[src/rtl/neogeo_mem_pkg.sv]
// rtl/neogeo_mem_pkg.sv - shared port indices and scheduler state encoding
package neogeo_mem_pkg;

  localparam logic [1:0] PORT_M68K = 2'd0;
  localparam logic [1:0] PORT_CROM = 2'd1;
  localparam logic [1:0] PORT_SROM = 2'd2;
  localparam logic [1:0] PORT_CDWR = 2'd3;

  typedef enum logic [1:0] {
    ST_IDLE  = 2'd0,
    ST_ISSUE = 2'd1,
    ST_WAIT  = 2'd2
  } sched_state_t;

endpackage

[src/rtl/slot_prio_pick.sv]
// rtl/slot_prio_pick.sv - combinational winner select: starved ports first, then lowest index
module slot_prio_pick (
  input  logic [3:0] cand,
  input  logic [3:0] starved,
  output logic [1:0] idx,
  output logic       valid
);

  logic [3:0] pool;

  always_comb begin
    pool  = ((cand & starved) != 4'd0) ? (cand & starved) : cand;
    valid = (cand != 4'd0);
    idx   = 2'd0;
    // descending scan so the lowest set index is written last
    for (int i = 3; i >= 0; i--) begin
      if (pool[i]) idx = 2'(i);
    end
  end

endmodule

[src/rtl/sdram_slot_sched.sv]
// rtl/sdram_slot_sched.sv - four-port SDRAM slot scheduler with aging and READY handshake
module sdram_slot_sched
  import neogeo_mem_pkg::*;
#(
  parameter int STARVE_MAX = 8
) (
  input  logic        CLK,
  input  logic        nRESET,
  input  logic [3:0]  REQ,
  input  logic        HOLD,
  output logic [1:0]  GNT_SEL,
  output logic        BUSY,
  output logic [3:0]  DONE,
  output logic [63:0] RD_DATA,
  output logic        SDRAM_RD,
  output logic        SDRAM_WR,
  output logic        SDRAM_BURST,
  input  logic        SDRAM_READY,
  input  logic [63:0] SDRAM_DOUT
);

  localparam logic [7:0] AGE_MAX = 8'(STARVE_MAX);

  sched_state_t state, state_next;

  logic [3:0] req_prev;
  logic [3:0] pend;
  logic [7:0] age [1:3];
  logic       ready_q;

  logic [3:0] req_edge;
  logic [3:0] cand;
  logic [3:0] starved;
  logic [3:0] win_mask;
  logic [1:0] win_idx;
  logic       win_valid;
  logic       complete;
  logic       grant;
  logic       cmd_drop;

  assign req_edge = REQ & ~req_prev;
  assign cand     = pend | req_edge;
  assign win_mask = 4'b0001 << win_idx;

  always_comb begin
    starved[0] = 1'b0;
    for (int i = 1; i <= 3; i++) begin
      starved[i] = (age[i] == AGE_MAX);
    end
  end

  slot_prio_pick u_pick (
    .cand    (cand),
    .starved (starved),
    .idx     (win_idx),
    .valid   (win_valid)
  );

  // completion in WAIT doubles as an arbitration slot for back-to-back issue
  always_comb begin
    complete   = (state == ST_WAIT) && SDRAM_READY;
    grant      = ((state == ST_IDLE) || complete) && !HOLD && SDRAM_READY && win_valid;
    cmd_drop   = (state == ST_ISSUE) && ready_q && !SDRAM_READY;
    state_next = state;
    case (state)
      ST_IDLE:  if (grant) state_next = ST_ISSUE;
      ST_ISSUE: if (cmd_drop) state_next = ST_WAIT;
      ST_WAIT:  if (complete) state_next = grant ? ST_ISSUE : ST_IDLE;
      default:  state_next = ST_IDLE;
    endcase
  end

  always_ff @(posedge CLK) begin
    if (!nRESET) state <= ST_IDLE;
    else         state <= state_next;
  end

  always_ff @(posedge CLK) begin
    if (!nRESET) begin
      req_prev    <= '0;
      pend        <= '0;
      ready_q     <= 1'b1;
      GNT_SEL     <= '0;
      BUSY        <= 1'b0;
      DONE        <= '0;
      RD_DATA     <= '0;
      SDRAM_RD    <= 1'b0;
      SDRAM_WR    <= 1'b0;
      SDRAM_BURST <= 1'b0;
      for (int i = 1; i <= 3; i++) age[i] <= '0;
    end else begin
      req_prev <= REQ;
      ready_q  <= SDRAM_READY;
      DONE     <= '0;
      pend     <= grant ? (cand & ~win_mask) : cand;

      if (cmd_drop) begin
        SDRAM_RD    <= 1'b0;
        SDRAM_WR    <= 1'b0;
        SDRAM_BURST <= 1'b0;
      end

      if (complete) begin
        DONE <= 4'b0001 << GNT_SEL;
        if (GNT_SEL != PORT_CDWR) RD_DATA <= SDRAM_DOUT;
        BUSY <= 1'b0;
      end

      if (grant) begin
        GNT_SEL     <= win_idx;
        BUSY        <= 1'b1;
        SDRAM_RD    <= (win_idx != PORT_CDWR);
        SDRAM_WR    <= (win_idx == PORT_CDWR);
        SDRAM_BURST <= (win_idx == PORT_CROM);
        for (int i = 1; i <= 3; i++) begin
          if (win_idx == 2'(i))                     age[i] <= '0;
          else if (cand[i] && (age[i] != AGE_MAX)) age[i] <= age[i] + 8'd1;
        end
      end
    end
  end

endmodule
[config.mk]
export PLATFORM = sky130hd
export DESIGN_NAME = sdram_slot_sched
export DESIGN_NICKNAME = d
export VERILOG_FILES = /design/src/rtl/neogeo_mem_pkg.sv /design/src/rtl/slot_prio_pick.sv /design/src/rtl/sdram_slot_sched.sv
export SDC_FILE = /design/constraint.sdc
export NUM_CORES = 1
export LEC_CHECK = 0
export ABC_AREA = 1
export CAP_MARGIN = 5
export CORE_MARGIN = 10
export CORE_UTILIZATION = 42
export CTS_CLUSTER_DIAMETER = 30
export DETAILED_ROUTE_END_ITERATION = 10
export PLACE_DENSITY_LB_ADDON = 0.25
export SLEW_MARGIN = 40
export SYNTH_ARGS = -nofsm -noshare
export SYNTH_HDL_FRONTEND = slang
export SYNTH_SLANG_ARGS = --single-unit
export TNS_END_PERCENT = 50
[constraint.sdc]
create_clock -name CLK -period 1.89 [get_ports CLK]
set_input_delay 0.2835 -clock CLK [delete_from_list [all_inputs] [get_ports CLK]]
set_output_delay 0.2835 -clock CLK [all_outputs]
set_load 0.02 [all_outputs]
==> flow_summary.toml <==
[run_status]
outcome = "finished, violations left"
failed_checks = "negative setup slack"

[global_routing]
grt_overflow = 0
number_of_global_route_vias_before_repair = 4309
grt_antenna_before_repair = 0
largest_net_degree_at_the_start_of_global_routing = 65
grt_use_total = 0.162
global_route_wire_length_before_repair_um = 20900

[sta]
final.setup_skew_ns = 0.0161
worst_hold_slack_ns = 0.240
fin_crit_sh = 1.08
rsz0062_at_grt = "yes"
slew_worst_pin_ns = 0.379
max-slew-margin-rel = 0.747
final_hold_viol_count = 0
min_period_ns = 2.05
setup_slack_ns = -0.160
report.final.slew_viol_count = 0
highest_achievable_clock_rate_mhz = 488
setup-violations-final = 48

[placed_design]
dp_hpwl_um = 9680
placed_cells = 873
gp_routability_congestion = 0.868
place.port_buffers = 145

[finish]
drive_gt1_frac = 0.197
nFillCells = 894
syn2layout_area_growth_pct = 54.9
total_area_of_multi_input_combinational_cells_sq_um = 2080
ff_latch_area_sq_um = 2420
nNetsFinal = 834
final_util = 0.659
layout.cells.non_filler = 901
antennaDiodeCount = 0

[critical_path]
crit_type = "reg2reg"
critical_path_cell_by_cell = "inv_1 -> ha_2 -> buf_4 -> nand4_1 -> nand2_2 -> nand2_4 -> nand3_4 -> nand4_2 -> buf_6 -> nand2_8 -> buf_12 -> nor2_2"
slowest_stage = "sky130_fd_sc_hd__edfxtp_1"
cpLargestDelayFamily = "simple AND/OR/NAND/NOR gates"
crit_path_max_fanout = 8
worst_ep_arrival_time_ns = 2.18
number_of_buffer_and_inverter_stages_on_the_critical_path = 4
setup.worst_path.end_class = "register"
timing.critical_path.from_type = "register"
crit_path_max_incr_delay_ns = 0.42
required_worst_endpoint_ns = 2.02

[clock_tree]
cts.sink_count = 109
cts_tree = "built"
worst_setup_hold_path_clk_slew_ns = 0.11
root_buffer = "sky130_fd_sc_hd__clkbuf_8"
cts.hold.buffers_added = 0
cts_buffers = 9
cts.path.max_buffers = 2
clock_latency_ns = 0.37
cts-htree-levels = 3

[drt]
totalWireLength_um = 13200
firstDrtPassIters = 4
remaining_drc_errors = 0
first_iter_violations = 265
drtAntennaViolNets = 0
avgViaCountPerCell = 4.76
route.vias.total = 4293
detail_route.wl_per_cell_um = 14.7

[logic_synthesis]
number_of_synthesized_flops_with_an_enable_pin = 24
post_synth_instance_area_sq_um = 4570
postSynthRegisterBits = 109
synth_async_sr_flop_share = 0
yosys_warnings = 0
synthesis.instances = 554
dominantRegCellSynth = "sky130_fd_sc_hd__dfxtp_1"
yosys.cell_count.top_type = "sky130_fd_sc_hd__nor2_1"
synth-seq-area-share = 0.530
synth.top_cells.by_count = "sky130_fd_sc_hd__nor2_1, sky130_fd_sc_hd__dfxtp_1, sky130_fd_sc_hd__o21ai_0, sky130_fd_sc_hd__nand2_1, sky130_fd_sc_hd__inv_1"
syn-num-nets = 632
synth.top_cells.by_area = "sky130_fd_sc_hd__dfxtp_1, sky130_fd_sc_hd__edfxtp_1, sky130_fd_sc_hd__nor2_1"
netlist.top_cell.by_area = "sky130_fd_sc_hd__dfxtp_1"
synth.distinct_cells = 33
syn_area_per_cell_sq_um = 8.25
yosysTopAreaCellShare = 0.372

[floorplan]
floorplan.rows = 38
design.core.area_sq_um = 10700
die_x_um = 124
fp.dieArea_sq_um = 15500
initial_core_util = 0.426
io_pins = 146
die_h_um = 124

[power_and_ir_drop]
proportion_of_power_drawn_by_flip_flops_and_latches = 0.526
pwr-share-clk = 0.296
p_leak_uw = 0.00278
switching_share = 0.265
internal_power_uw = 3520
peakVddDrop_v = 0.000449
totalPowerFinal_uw = 4790
power_switching_uw = 1270
comb_power_share = 0.178
power_per_cell_area_nw_per_um2 = 676

[hold_path]
worstHoldPathType = "in2reg"

[flow_run]
cap_viol_max_count = 0
==> final cells by class <==
| type | count | area share |
|---|---|---|
| sequential | 109 | 0.342 |
| clock inverter | 5 | 0.00548 |
| multi-input combinational | 377 | 0.294 |
| timing repair buffer | 213 | 0.287 |
| tap | 140 | 0.0247 |
| inverter | 46 | 0.0244 |
| clock buffer | 11 | 0.0230 |
==> state kept, by name (all words and copies together), names as in the netlist <==
signal,cells
RD_DATA,64
ready_q,1
SDRAM_RD,1
DONE,4
BUSY,1
SDRAM_WR,1
req_prev,4
GNT_SEL,2
SDRAM_BURST,1
pend,4
age,24
state,2
==> worst paths after layout <==
path	from	end	slack, ns	cells after the start
worst min register to register	BUSY	BUSY	0.47	2
worst max register to register	age[0][17]	age[0][22]	-0.16	12
worst max-delay path	age[0][17]	age[0][22]	-0.16	12
worst min-delay path	nRESET	state[1]	0.24	3
==> power groups by stage <==
stage	logic (uW)	registers [uW]	clock network, uW
2_1_floorplan	305	2620	0
3_3_place_gp	744	2570	0
3_5_place_dp	761	2570	0
4_1_cts	820	2520	1460
5_1_grt	930	2530	1550
6_report	853	2520	1420
==> worst min-delay path: stages <==
cell	delay, ns
sky130_fd_sc_hd__buf_2	0.11
sky130_fd_sc_hd__clkinv_1	0.13
sky130_fd_sc_hd__a21oi_1	0.05
==> cells in the final DEF (no fill, tap or decap), types with 3 or more instances in the layout <==
master,n
sky130_fd_sc_hd__inv_2,7
sky130_fd_sc_hd__nand4_1,5
sky130_fd_sc_hd__clkdlybuf4s50_1,144
sky130_fd_sc_hd__buf_12,3
sky130_fd_sc_hd__buf_6,8
sky130_fd_sc_hd__a21oi_1,6
sky130_fd_sc_hd__xor2_1,9
sky130_fd_sc_hd__nor3_1,8
sky130_fd_sc_hd__o21ai_0,66
sky130_fd_sc_hd__nand3_2,6
sky130_fd_sc_hd__nand2_1,42
sky130_fd_sc_hd__xnor2_1,5
sky130_fd_sc_hd__nand3_4,4
sky130_fd_sc_hd__inv_1,38
sky130_fd_sc_hd__nor2_1,161
sky130_fd_sc_hd__nand3_1,11
sky130_fd_sc_hd__ha_1,3
sky130_fd_sc_hd__nand2_4,6
sky130_fd_sc_hd__edfxtp_1,24
sky130_fd_sc_hd__nand2_2,7
sky130_fd_sc_hd__a21oi_2,4
sky130_fd_sc_hd__buf_4,56
sky130_fd_sc_hd__nor2_4,3
sky130_fd_sc_hd__dfxtp_1,85
sky130_fd_sc_hd__nor2_2,13
sky130_fd_sc_hd__clkbuf_8,10
==> logic make-up after synthesis <==
logic type                 Yosys count  synth area share
buffers and inverters               68            0.0566
DFF                                109             0.530
and+or+nand+nor                    278             0.276
adders and majority gates            6            0.0164
xor gates and xnor gates            14            0.0268
AOI/OAI and AO/OA                   79            0.0944
==> per-layer routing <==
layer	up-vias	share of wire	track usage
met1	1979	0.37	0.159
met2	129	0.49	0.276
met4	0	0.019	0.0631
met3	16	0.12	0.0911
li1	2169	-	-
met5	-	0	0
==> per-stage QoR <==
| stage | instance area (sq um) | setup WS, ns | setup TNS [ns] |
|---|---|---|---|
| detailed placement | 6570 | -0.332 | -12.51 |
| global placement | 6570 | -0.245 | -9.70 |
| floorplan | 4580 | -0.0313 | -0.413 |
| CTS | 6970 | -0.124 | -2.85 |
| finish | 7080 | -0.160 | -5.07 |
| global route | 7080 | -0.246 | -9.61 |
==> what timing repair did <==
action / CTS / global route
setup buffers: 10 / 4
pin swaps: 23 / 18
setup endpoints to repair: 49 / 55
resized for setup: 26 / 24
Note: power is estimated with default switching activity, not from simulation.
